[src/rtl/uart_frame_loader_pkg.sv]
// Shared definitions for the UART instruction-memory frame loader.
// Holds the FSM state encoding, frame field widths, the default start-of-frame
// byte and the packed write-port payload used between the FSM and the outputs.
package uart_frame_loader_pkg;

  localparam int unsigned UFL_BYTE_W = 8;
  localparam int unsigned UFL_WORD_W = 32;
  localparam int unsigned UFL_LEN_W  = 16;
  localparam int unsigned UFL_CSUM_W = 8;

  localparam logic [UFL_BYTE_W-1:0] UFL_SOF_DEFAULT = 8'hA5;

  typedef enum logic [2:0] {
    ST_IDLE,
    ST_LEN0,
    ST_LEN1,
    ST_DATA,
    ST_CSUM,
    ST_DONE,
    ST_ERR
  } ufl_state_e;

  // Instruction-memory write port payload.
  typedef struct packed {
    logic                  we;
    logic [UFL_WORD_W-1:0] wa;
    logic [UFL_WORD_W-1:0] wd;
  } ufl_wr_t;

  // True while a frame is being received (CPU fetch held in reset).
  function automatic logic ufl_in_frame(input ufl_state_e s);
    return (s == ST_LEN0) || (s == ST_LEN1) || (s == ST_DATA) || (s == ST_CSUM);
  endfunction

endpackage

[src/rtl/ufl_byte_packer.sv]
// Assembles four consecutive payload bytes into a little-endian 32-bit word.
// Ports:
//   clk, rst_n    - clock, async active-low reset
//   clear         - synchronous flush of any partial word
//   push, byte_in - byte strobe and data
//   word_c        - assembled word including the byte being pushed (combinational)
//   word_ready_c  - high when the current push is the 4th byte of a word
module ufl_byte_packer
  import uart_frame_loader_pkg::*;
(
  input  logic                  clk,
  input  logic                  rst_n,
  input  logic                  clear,
  input  logic                  push,
  input  logic [UFL_BYTE_W-1:0] byte_in,
  output logic [UFL_WORD_W-1:0] word_c,
  output logic                  word_ready_c
);

  localparam int unsigned SH_W = UFL_WORD_W - UFL_BYTE_W;

  logic [SH_W-1:0] shreg;
  logic [1:0]      cnt;

  // Bytes shift in from the top so the first byte ends up in bits [7:0].
  always_ff @(posedge clk or negedge rst_n) begin
    if (!rst_n) begin
      shreg <= '0;
      cnt   <= '0;
    end else if (clear) begin
      shreg <= '0;
      cnt   <= '0;
    end else if (push) begin
      shreg <= {byte_in, shreg[SH_W-1:UFL_BYTE_W]};
      cnt   <= cnt + 2'd1;
    end
  end

  assign word_c       = {byte_in, shreg};
  assign word_ready_c = push && (cnt == 2'd3);

endmodule

[src/rtl/uart_frame_loader.sv]
// Loads a framed program image received over UART into instruction memory.
// Frame: SOF, LEN_LO, LEN_HI (word count N), N*4 little-endian payload bytes,
// plus a trailing XOR checksum byte when UFL_CHECKSUM_EN is defined.
// Ports:
//   clk, rst_n     - clock, async active-low reset
//   enable         - load mode; dropping it aborts and clears status
//   uart_v, uart_d - received byte strobe and data
//   we, wa, wd     - one-cycle instruction-memory write (word address, data)
//   imRst          - high while a frame is in progress
//   done, err      - sticky frame success / rejection flags
// Build option: UFL_CHECKSUM_EN adds the CSUM state and payload XOR check.
module uart_frame_loader
  import uart_frame_loader_pkg::*;
#(
  parameter int unsigned          ADDR_W = 6,
  parameter logic [UFL_BYTE_W-1:0] SOF   = UFL_SOF_DEFAULT
) (
  input  logic                  clk,
  input  logic                  rst_n,
  input  logic                  enable,
  input  logic                  uart_v,
  input  logic [UFL_BYTE_W-1:0] uart_d,
  output logic                  we,
  output logic [UFL_WORD_W-1:0] wa,
  output logic [UFL_WORD_W-1:0] wd,
  output logic                  imRst,
  output logic                  done,
  output logic                  err
);

  localparam int unsigned CNT_W = ADDR_W + 1;
  localparam int unsigned CAP   = 32'(1) << ADDR_W;

`ifdef UFL_CHECKSUM_EN
  localparam ufl_state_e FRAME_END = ST_CSUM;
`else
  localparam ufl_state_e FRAME_END = ST_DONE;
`endif

  ufl_state_e state, next_state;

  logic [UFL_BYTE_W-1:0] len_lo;
  logic [UFL_LEN_W-1:0]  len;
  logic [CNT_W-1:0]      wcnt;
  ufl_wr_t               wr, wr_nxt;
  logic                  imrst_nxt, done_nxt, err_nxt;

  logic                  accept_c;
  logic [UFL_LEN_W-1:0]  len_rx_c;
  logic                  len_over_c, len_zero_c, last_word_c;
  logic                  push_c, clear_c;
  logic [UFL_WORD_W-1:0] word_c;
  logic                  word_ready_c;

  // A byte only counts while load mode is active; enable loss drops it.
  assign accept_c    = enable && uart_v;
  assign len_rx_c    = {uart_d, len_lo};
  assign len_over_c  = 32'(len_rx_c) > CAP;
  assign len_zero_c  = (len_rx_c == '0);
  assign last_word_c = (32'(wcnt) + 32'd1) == 32'(len);
  assign push_c      = accept_c && (state == ST_DATA);
  assign clear_c     = !enable || (state != ST_DATA);

`ifdef UFL_CHECKSUM_EN
  logic [UFL_CSUM_W-1:0] csum;
  logic                  csum_ok_c;
  assign csum_ok_c = (uart_d == csum);
`endif

  ufl_byte_packer u_packer (
    .clk          (clk),
    .rst_n        (rst_n),
    .clear        (clear_c),
    .push         (push_c),
    .byte_in      (uart_d),
    .word_c       (word_c),
    .word_ready_c (word_ready_c)
  );

  // State register.
  always_ff @(posedge clk or negedge rst_n) begin
    if (!rst_n) state <= ST_IDLE;
    else        state <= next_state;
  end

  // Next-state logic: advances only on accepted bytes, except enable loss.
  always_comb begin
    next_state = state;
    if (!enable) begin
      next_state = ST_IDLE;
    end else if (uart_v) begin
      case (state)
        ST_IDLE: if (uart_d == SOF) next_state = ST_LEN0;
        ST_LEN0: next_state = ST_LEN1;
        ST_LEN1: begin
          if (len_over_c)      next_state = ST_ERR;
          else if (len_zero_c) next_state = FRAME_END;
          else                 next_state = ST_DATA;
        end
        ST_DATA: if (word_ready_c && last_word_c) next_state = FRAME_END;
`ifdef UFL_CHECKSUM_EN
        ST_CSUM: next_state = csum_ok_c ? ST_DONE : ST_ERR;
`endif
        default: next_state = state;
      endcase
    end
  end

  // Output logic: next values of the registered outputs.
  always_comb begin
    wr_nxt    = wr;
    wr_nxt.we = 1'b0;
    if (push_c && word_ready_c) begin
      wr_nxt.we = 1'b1;
      wr_nxt.wa = UFL_WORD_W'(wcnt[ADDR_W-1:0]);
      wr_nxt.wd = word_c;
    end
    imrst_nxt = ufl_in_frame(next_state);
    done_nxt  = (next_state == ST_DONE);
    err_nxt   = (next_state == ST_ERR);
  end

  // Output registers.
  always_ff @(posedge clk or negedge rst_n) begin
    if (!rst_n) begin
      wr    <= '0;
      imRst <= 1'b0;
      done  <= 1'b0;
      err   <= 1'b0;
    end else begin
      wr    <= wr_nxt;
      imRst <= imrst_nxt;
      done  <= done_nxt;
      err   <= err_nxt;
    end
  end

  assign we = wr.we;
  assign wa = wr.wa;
  assign wd = wr.wd;

  // Frame datapath: length capture, word counter and checksum accumulator.
  always_ff @(posedge clk or negedge rst_n) begin
    if (!rst_n) begin
      len_lo <= '0;
      len    <= '0;
      wcnt   <= '0;
`ifdef UFL_CHECKSUM_EN
      csum   <= '0;
`endif
    end else if (accept_c) begin
      case (state)
        ST_LEN0: len_lo <= uart_d;
        ST_LEN1: begin
          len  <= len_rx_c;
          wcnt <= '0;
`ifdef UFL_CHECKSUM_EN
          csum <= '0;
`endif
        end
        ST_DATA: begin
`ifdef UFL_CHECKSUM_EN
          csum <= csum ^ uart_d;
`endif
          if (word_ready_c) wcnt <= wcnt + CNT_W'(1);
        end
        default: ;
      endcase
    end
  end

endmodule
[config.mk]
export PLATFORM = sky130hd
export DESIGN_NAME = uart_frame_loader
export DESIGN_NICKNAME = d
export VERILOG_FILES = /design/src/rtl/uart_frame_loader_pkg.sv /design/src/rtl/ufl_byte_packer.sv /design/src/rtl/uart_frame_loader.sv
export SDC_FILE = /design/constraint.sdc
export NUM_CORES = 1
export LEC_CHECK = 0
export BUFFER_PORTS_ARGS = -buffer_cell sky130_fd_sc_hd__buf_2
export CAP_MARGIN = 30
export CORE_MARGIN = 2
export CORE_UTILIZATION = 30
export CTS_CLUSTER_DIAMETER = 80
export DETAILED_ROUTE_END_ITERATION = 6
export GPL_TIMING_DRIVEN = 1
export PLACE_DENSITY = 0.45
export SLEW_MARGIN = 20
export SYNTH_ARGS = -nofsm -noshare
export SYNTH_HDL_FRONTEND = slang
export SYNTH_SLANG_ARGS = --single-unit
[constraint.sdc]
create_clock -name clk -period 3.2 [get_ports clk]
set_clock_uncertainty 0.2 [all_clocks]
set_input_delay 0.16 -clock clk [delete_from_list [all_inputs] [get_ports clk]]
set_output_delay 0.16 -clock clk [all_outputs]
set_load 0.01 [all_outputs]
==> impl_results.md, run 1 <==
- Status: finished clean
- Most common cell in the synthesized netlist: nand2_1
- DRC Markers: 0
- DIE AREA: 0.0157 mm^2
- Clock latency on the worst-skew pair: 0.35 ns
- Highest clock rate: slightly below 0.4 GHz
- Async SR Flop Fraction: 100%
- Synth Cell Area: between 0.004 and 0.005 mm^2
- First-pass DRT Iterations: 4
- Minimum clock period: ~2.6 ns
- Minimum hold slack: just under 0.05 ns
- Slew @ Worst Pin: 0.666 ns
- Ratio of final minimum period to clock period: around four fifths
- Post-Synth Adder-Cell Area: less than 1%
- HP Class: in2reg
- Max_slew headroom: between 50% and 60%
- Hold Fails Final Rpt: 0
- Core Area: ~0.014 mm^2
- #FFs+latches synth: ~100
- Data required, critical path: roughly 3.2 ns
- Cell Rows: 44
- Largest net degree at the start of global routing: 48
- I/O Pins: 80
- Largest family of logic cells by synthesized area: simple AND/OR/NAND/NOR gates
- Vias in the first global route: 2,976
- Worst reg-to-reg path cell count: 6
- R2r endpoint: imRst
- Leakage power figure: between 0.002 and 0.003 uW
- Grt total ovfl: 0
- Avg Cell Area, Syn: about 11 um^2
- # H-tree levels: 3
- Post-route cell area: ~0.0052 mm^2
- Antenna violations before repair: 0
- Post-synth EDFFs: 0
- CTS tree: yes
- Die height: 125 um
- Sw frac: 22.8%
- Final nets: approximately 480
- Post-DP HPWL: ~6800 um
- Initial Utilization: 30.5%
- CP Capture Type: flip-flop
- # Post-CTS Setup Buffers: 0
- Area delta synth->final: 17.1%
- Reg2reg setup slack: 0.64 ns
- Register Area: roughly 0.0026 mm^2
- # diodes: 0
- Final-report setup violation count: 0
- Critical path endpoint: imRst
- Seq/Total Area, Yosys: about 58%
- Top cell type's share of synthesized area: ~58%
- Reg2reg start: len[9]
- Main synth FF type: dfrtp_1
- XOR/XNOR Fraction of Synth Area: roughly 1.4%
- Worst setup SP type: flip-flop
- TritonCTS Buffers: 9
- Placed instance area: ~0.0048 mm^2
- Unrepaired setup endpoints after global routing: no
- CTS sink cnt: ~100
- Multi-input gate area: ~0.0017 mm^2
- Setup_tns: 0 ns
- Post-synthesis mux area share: around 7%
- Starting DRT DRC Count: approximately 160
- Flop pwr share: between 50 and 60%
- Synth cell count leaders: nand2_1, dfrtp_1, buf_4, mux2_2, a22o_1
- Yosys warning total: 0
- Fin. max-slew vios: 0
- Total wire length: ~10,000 um
- Vias per cell: around 4.7
- Max-cap violations: 0
- Fillers: ~1,500
- Simple-gate share of the synthesized area: between 10% and 20%
- Die W: between 100 and 150 um
- WL/cell: 15.3 um
- Share of cells above drive strength 1: ~23%
- CP arrival: about 2.6 ns
- CTS clk-pin slew, worst paths: about 0.07 ns
- Power Internal: between 1500 and 2000 uW
- CTS root buf: clkbuf_16
- Syn Inst Count: 408
- GRT Total Usage: 13.4%
- CP max FO: 4
- Post-DRT Antenna Nets: 0
- Via count: between 3,000 and 4,000
- CP Class: reg2reg
- Net Switching: 552 uW
- PortBufs: 53
- Clk pwr share: 43.2%
- Peak supply drop: approximately 0.21 mV
- Top post-synthesis cells by area: dfrtp_1, nand2_1, mux2_2
- Placer congestion estimate: 0.748
- Unique cell type count in the Yosys netlist: 45
- Crit. Startpoint: len[9]
- Largest area contributor in the netlist: dfrtp_1
- Max Root-Sink Buffers: 2
- Logic pwr share: under 10%
- Compound-cell area share of the yosys netlist: 10.4%
- PostCTS Resize Cnt: 0
- First-pass GRT wire length: 16,500 um
- Util after Layout: 35.7%
- Cell Pwr Density: 468 mW/mm^2
- Min-Delay Path Depth: 3
-- registers in the layout (all words and copies together) (netlist names) --
signal          flops
wd                 32
u_packer.shreg     24
len                16
len_lo              8
wcnt                7
wa                  6
state               3
u_packer.cnt        2
done                1
err                 1
imRst               1
we                  1
-- stage by stage --
step,worst slack [ns],total power [uW],cells
floorplan,0.824,1360,433
finish,0.636,2420,657
global placement,0.586,1390,631
detailed placement,0.587,1390,631
CTS,0.573,2460,657
global route,0.417,2520,657
-- how the worst min path moves through the flow --
stage | to | slack [ns] | from
2_1_floorplan | done | -0.34 | rst_n
3_3_place_gp | u_packer.shreg[23] | -0.04 | rst_n
3_5_place_dp | u_packer.shreg[23] | -0.05 | rst_n
4_1_cts | state[2] | 0.05 | uart_v
5_1_grt | state[2] | 0.07 | uart_v
6_report | state[2] | 0.05 | uart_v
-- placed cells by master (no fill, tap or decap), drive strengths merged, types with 2 or more instances in the layout --
master       netlist  routed
a211o              2       2
o21ai              9       9
clkinv             1       2
clkbuf            20      12
nand4b             2       2
nor3               3       3
buf               26      60
xnor2              4       4
nand2            123     123
ha                 2       2
and3               2       2
nand4              3       3
o31ai              3       3
dfrtp            102     102
inv                5       7
a31oi              2       2
mux2              26      26
nor2b              2       2
conb               1      26
or4                7       7
nor2               7       7
dlygate4sd3        0      10
nand3              3       3
xor2               3       3
a22o              25      25
nand2b             4       4
o41ai              2       2
a21bo              2       2
nor3b              2       2
-- repair_timing --
action	CTS	global route
hold endpoints to repair	67	0
hold buffers	10	0
endpoints found under the setup margin	0	0
-- critical path, stage by stage, from the launching register on --
cell and delay, ns:
dfrtp_1 0.37, or4_1 0.51, nor4_1 0.38, o2111ai_1 0.23, a311oi_4 0.38, o221ai_2 0.21, xnor2_1 0.16
-- final cells by class --
class	instances	share of cell area [%]
Clock buffer	12	4.77
Sequential cell	102	49.4
Timing Repair Buffer	70	8.13
Clock inverter	4	0.581
Multi-Input combinational cell	279	32.3
Inverter	6	0.436
Tap cell	184	4.45
-- kinds of logic after synthesis --
logic type                 after synthesis
and+or+nand+nor                        162
DFF                                    102
AOI/OAI and AO/OA                       55
buffers and inverters                   52
muxes                                   27
xor gates and xnor gates                 7
adders and majority gates                2
other                                    1
-- routing by layer --
layer	part of all wire [%]	GRT usage, %
met3	3.6	2.65
met5	0	0
met1	51	19.1
met4	2.0	6.01
met2	43	19.9
-- power by group through the flow --
stage / clock [uW] / combinational [uW] / sequential, uW
6_report: 1040 / 80.5 / 1290
5_1_grt: 1130 / 92.2 / 1290
4_1_cts: 1080 / 83.5 / 1290
3_5_place_dp: 0 / 74.2 / 1320
3_3_place_gp: 0 / 74.0 / 1320
2_1_floorplan: 0 / 45.9 / 1320
No activity file was read; power rests on OpenSTA's default activity.
==> run 2: changes to the inputs <==
Clock period 3.2 ns to 2.4 ns, I/O delays scaled along.
==> run 2 against run 1 <==
Against the previous run: the flow now finishes with violations (setup timing); largest power group unchanged; cell count up 2.9%; critical endpoint unchanged; sequential power up 33%; die area unchanged.
==> impl_results.md, run 2 (synthesized netlist as in run 1, its figures left out) <==
- Reg2reg start: len[8] (was len[9])
- Worst setup SP type: flip-flop (unchanged)
- Grt total ovfl: 0 (unchanged)
- First-pass DRT Iterations: 4 (unchanged)
- Sw frac: 22.2% (was 22.8%)
- Status: finished, violations left (was finished clean)
- CTS root buf: clkbuf_16 (unchanged)
- Crit. Startpoint: len[8] (was len[9])
- Initial Utilization: 30.5% (unchanged)
- Largest net degree at the start of global routing: 103 (was 48)
- Vias per cell: 4.55 (was 4.68)
- Core Area: 0.0145 mm^2 (unchanged)
- Max Root-Sink Buffers: 2 (unchanged)
- Ratio of final minimum period to clock period: 102% (was 80.1%)
- Minimum clock period: 2.45 ns (was 2.56 ns)
- Final nets: 501 (was 482)
- CTS clk-pin slew, worst paths: 0.07 ns (about the same)
- Failing checks: setup timing
- Clock latency on the worst-skew pair: 0.35 ns (about the same)
- Antenna violations before repair: 0 (unchanged)
- Data required, critical path: 2.42 ns (was 3.23 ns)
- Net Switching: 743 uW (was 552 uW)
- Via count: 3,077 (unchanged)
- First-pass GRT wire length: 17,500 um (was 16,500 um)
- CTS sink cnt: 102 (unchanged)
- Post-DP HPWL: 6890 um (was 6760 um)
- HP Class: in2async (was in2reg)
- Die W: 125 um (unchanged)
- Worst Setup Slack post-DPL: -0.260 ns (was 0.587 ns)
- Vias in the first global route: 3,197 (was 2,976)
- Cell Rows: 44 (unchanged)
- Max-cap violations: 0 (unchanged)
- Leading cell type in the layout, fill and taps excluded: nand2_1 (unchanged)
- Util after Layout: 37.5% (was 35.7%)
- Max_slew headroom: 63.0% (was 55.5%)
- Clk pwr share: 45.0% (was 43.2%)
- CP arrival: 2.47 ns (was 2.59 ns)
- Die height: 125 um (unchanged)
- Power Internal: 2600 uW (was 1870 uW)
- Post-route cell area: 0.00543 mm^2 (was 0.00517 mm^2)
- Power consumption: 3340 uW (was 2420 uW)
- Placer congestion estimate: 0.781 (was 0.748)
- CP Class: reg2reg (unchanged)
- PortBufs: 53 (unchanged)
- Flop pwr share: 51.6% (was 53.5%)
- Most frequent cells in the layout: nand2_1, dfrtp_1, buf_2 (unchanged)
- Hold Fails Final Rpt: 0 (unchanged)
- I/O Pins: 80 (unchanged)
- WL/cell: 15.2 um (was 15.3 um)
- TritonCTS Buffers: 9 (unchanged)
- CP Capture Type: flip-flop (unchanged)
- Slew @ Worst Pin: 0.556 ns (was 0.666 ns)
- Placed instance area: 0.00493 mm^2 (was 0.00479 mm^2)
- CTS tree: yes (unchanged)
- # diodes: 0 (unchanged)
- Largest register FFs: 32 (unchanged)
- Post-DRT Antenna Nets: 0 (unchanged)
- Cell Pwr Density: 616 mW/mm^2 (was 468 mW/mm^2)
- Starting DRT DRC Count: 175 (was 163)
- GRT Total Usage: 13.9% (was 13.4%)
- Unrepaired setup endpoints after global routing: yes (was no)
- Area delta synth->final: 23.0% (was 17.1%)
- Total wire length: 10,200 um (was 10,000 um)
- DRC Markers: 0 (unchanged)
- Share of cells above drive strength 1: 27.2% (was 22.8%)
- Highest clock rate: 0.408 GHz (was 0.390 GHz)
- # H-tree levels: 3 (unchanged)
- Setup slack after layout: -0.0527 ns (was 0.636 ns)
- CP max FO: 4 (unchanged)
- Peak supply drop: 0.296 mV (was 0.210 mV)
- DIE AREA: 0.0157 mm^2 (unchanged)
- Fin. max-slew vios: 0 (unchanged)
- Final-report setup violation count: 3 (was 0)
- Leakage power figure: 0.00290 uW (was 0.00277 uW)
- Logic pwr share: 3.4% (was 3.3%)
run 2: cell type report:
class                           count  area, um^2
Timing Repair Buffer               89         578
Tap cell                          184         230
Clock buffer                       11         243
Clock inverter                      5        63.8
Fill cell                        1410        9050
Sequential cell                   102        2550
Inverter                            6        22.5
Multi-Input combinational cell    279        1740
run 2: path summary, 6_finish.rpt:
check / to / slack, ns / cells past startpoint
worst max-delay path: imRst / -0.05 / 7
worst min-delay path: we / 0.18 / 3
worst max register to register: imRst / -0.05 / 7
worst min register to register: wa[0] / 0.27 / 2
max in group asynchronous: wa[2] / 1.40 / 3
min in group clk: wa[0] / 0.27 / 2
run 2: stage by stage:
stage	hold WS (ns)	setup TNS [ns]	instances
6_report	0.177	-0.132	676
5_1_grt	0.259	-0.636	676
4_1_cts	0.215	-0.116	676
3_5_place_dp	0.0424	-0.911	648
3_3_place_gp	0.0336	-0.354	648
2_1_floorplan	-0.376	0	433
run 2: power by group through the flow:
stage | registers [uW] | logic, uW | clock network, uW
finish | 1720 | 112 | 1510
global route | 1720 | 128 | 1630
CTS | 1720 | 116 | 1550
detailed placement | 1760 | 101 | 0
global placement | 1760 | 98.7 | 0
floorplan | 1760 | 61.2 | 0
run 2: timing repair:
action / 4_1_cts / 5_1_grt
buffers inserted: 1 / 0
gates resized for setup: 6 / 4
hold endpoints to repair: 139 / 0
hold buffers: 11 / 0
pin swaps: 6 / 1
setup endpoints to repair: 5 / 5
run 2: layer usage:
layer / global-route usage (%) / vias to the layer above / share of wire, %
met5: 0 / - / 0
met4: 5.10 / 0 / 1.8
met3: 2.48 / 14 / 3.5
met2: 20.2 / 73 / 43
met1: 20.7 / 1481 / 52
li1: - / 1509 / -
run 2: worst max-delay path: stages (launching register included):
cell and delay [ns]:
dfrtp_1 0.38, or4_4 0.55, nor4_4 0.22, buf_4 0.16, o2111ai_4 0.13, a311oi_4 0.34, o221ai_4 0.19, xnor2_2 0.16
==> run 3: changes to the inputs <==
Clock period 2.4 ns to 2.8 ns, I/O delays scaled along.
==> run 3 against run 2 <==
Against the previous run: the flow now finishes without violations; hold slack worse by 0.15 ns; non-clock buffer count is 16 lower; worst setup slack improved by 0.28 ns; critical path depth unchanged; power down 16%; sequential share of layout area increased by 1.9 points; cell count decreased by 2.4%; combinational power shrank 16%; global-route usage is 0.31 points lower; utilization fell by 1.4 points; design area is 3.8% lower; first-iteration DRC count shrank 31%; critical endpoint is now done.
==> impl_results.md, run 3 (synthesized netlist as in run 1, its figures left out) <==
- DIE AREA: 0.0157 mm^2 (unchanged)
- HP Class: in2reg (was in2async)
- Clock latency on the worst-skew pair: 0.34 ns (was 0.35 ns)
- Power Internal: 2200 uW (was 2600 uW)
- Vias in the first global route: 3,147 (was 3,197)
- Final-report setup violation count: 0 (was 3)
- WL/cell: 15.0 um (was 15.2 um)
- Placer congestion estimate: 0.747 (was 0.781)
- Flop pwr share: 52.5% (was 51.6%)
- Final nets: 485 (was 501)
- Placed instance area: 0.00483 mm^2 (was 0.00493 mm^2)
- Die height: 125 um (unchanged)
- Sw frac: 21.8% (was 22.2%)
- Ratio of final minimum period to clock period: 91.8% (was 102%)
- CP max FO: 4 (unchanged)
- Worst setup SP type: flip-flop (unchanged)
- First-pass DRT Iterations: 4 (unchanged)
- CTS clk-pin slew, worst paths: 0.07 ns (about the same)
- DRC Markers: 0 (unchanged)
- CTS root buf: clkbuf_16 (unchanged)
- Fin. max-slew vios: 0 (unchanged)
- Largest register FFs: 32 (unchanged)
- I/O Pins: 80 (unchanged)
- Vias per cell: 4.56 (was 4.55)
- CP arrival: 2.63 ns (was 2.47 ns)
- Grt total ovfl: 0 (unchanged)
- Total wire length: 9890 um (was 10,200 um)
- Worst reg-to-reg path cell count: 7 (unchanged)
- CTS sink cnt: 102 (unchanged)
- CP Capture Type: flip-flop (unchanged)
- Clk pwr share: 44.1% (was 45.0%)
- Met1 Routed Length: 4950 um (was 5300 um)
- Share of cells above drive strength 1: 23.1% (was 27.2%)
- Largest net degree at the start of global routing: 48 (was 103)
- Area delta synth->final: 18.3% (was 23.0%)
- # Post-CTS Setup Buffers: 0 (was 1)
- CP Class: reg2reg (unchanged)
- Highest clock rate: 0.389 GHz (was 0.408 GHz)
- Reg2reg start: len[9] (was len[8])
- Routed wl met2: 4450 um (was 4400 um)
- Core Area: 0.0145 mm^2 (unchanged)
- Die W: 125 um (unchanged)
- Post-route cell area: 0.00522 mm^2 (was 0.00543 mm^2)
- Leakage power figure: 0.00279 uW (was 0.00290 uW)
- Post-DP HPWL: 6890 um (about the same)
- Max-cap violations: 0 (unchanged)
- CTS tree: yes (unchanged)
- Data required, critical path: 2.86 ns (was 2.42 ns)
- Leading cell type in the layout, fill and taps excluded: nand2_1 (unchanged)
- Setup_tns: 0 ns (was -0.132 ns)
- Util after Layout: 36.1% (was 37.5%)
- Cell Rows: 44 (unchanged)
- Initial Utilization: 30.5% (unchanged)
- Top routing layer in use: met4 (unchanged)
- Max Root-Sink Buffers: 2 (unchanged)
- PortBufs: 53 (unchanged)
- Unrepaired setup endpoints after global routing: no (was yes)
- Cell Pwr Density: 539 mW/mm^2 (was 616 mW/mm^2)
- # H-tree levels: 3 (unchanged)
- TritonCTS Buffers: 9 (unchanged)
- Slew @ Worst Pin: 0.691 ns (was 0.556 ns)
- Fillers: 1,436 (was 1,410)
- Logic pwr share: 3.4% (about the same)
- GRT Total Usage: 13.6% (was 13.9%)
- Min-Delay Path Depth: 3
- # diodes: 0 (unchanged)
- Status: finished clean (was finished, violations left)
- First-pass GRT wire length: 16,900 um (was 17,500 um)
- Hold Fails Final Rpt: 0 (unchanged)
- Detail Route met3 WL: 337 um (was 358 um)
- Minimum clock period: 2.57 ns (was 2.45 ns)
- Hold Startpoint: uart_v
- Via count: 3,008 (was 3,077)
- Net Switching: 612 uW (was 743 uW)
- Starting DRT DRC Count: 121 (was 175)
- Post-DRT Antenna Nets: 0 (unchanged)
- Most frequent cells in the layout: nand2_1, dfrtp_1, buf_2 (unchanged)
- Setup slack after layout: 0.231 ns (was -0.0527 ns)
- Crit. Startpoint: len[9] (was len[8])
- Worst Setup Slack post-DPL: 0.227 ns (was -0.260 ns)
- Antenna violations before repair: 0 (unchanged)
- Peak supply drop: 0.218 mV (was 0.296 mV)
- Max_slew headroom: 53.8% (was 63.0%)
run 3: cell type report:
type | count | area [um^2] | area share (%)
multi-input combinational | 279 | 1670 | 32.0
timing repair buffer | 73 | 455 | 8.72
tap | 184 | 230 | 4.41
clock inverter | 4 | 56.3 | 1.08
inverter | 6 | 22.5 | 0.431
clock buffer | 12 | 236 | 4.53
sequential | 102 | 2550 | 48.9
run 3: what timing repair did:
| action | 4_1_cts | 5_1_grt |
|---|---|---|
| gates resized for setup | 0 | 0 |
| hold endpoints to repair | 75 | 0 |
| hold buffers | 10 | 0 |
run 3: routing by layer:
layer,vias to the layer above,track usage (%)
li1,1467,-
met1,1461,19.3
met2,71,20.8
met3,9,2.31
met4,0,5.42
met5,-,0
run 3: path summary, 6_finish.rpt:
check	slack, ns	end
setup reg to reg	0.23	done
max in group asynchronous	1.61	u_packer.shreg[8]
hold / removal	0.02	state[2]
min in group asynchronous	0.11	wd[23]
hold reg to reg	0.27	wd[22]
setup / recovery	0.23	done
run 3: worst max-delay path, cell delays in order, from the launching register on:
cell and delay (ns):
dfrtp_1 0.37, or4_1 0.52, nor4_1 0.27, buf_4 0.16, o2111ai_1 0.16, a311oi_4 0.39, o221ai_2 0.21, nor3b_2 0.21
run 3: power by group through the flow:
stage | combinational [uW] | sequential (uW) | clock, uW
4_1_cts | 97.7 | 1480 | 1290
2_1_floorplan | 52.5 | 1510 | 0
3_3_place_gp | 86.0 | 1510 | 0
3_5_place_dp | 87.2 | 1510 | 0
6_report | 94.5 | 1480 | 1240
5_1_grt | 107 | 1480 | 1340
run 3: through the flow:
| step | power, uW | hold slack [ns] | instances |
|---|---|---|---|
| detailed placement | 1590 | -0.0391 | 634 |
| global placement | 1590 | -0.0400 | 634 |
| CTS | 2860 | 0.0220 | 660 |
| floorplan | 1560 | -0.356 | 433 |
| global route | 2930 | 0.0534 | 660 |
| finish | 2810 | 0.0230 | 660 |
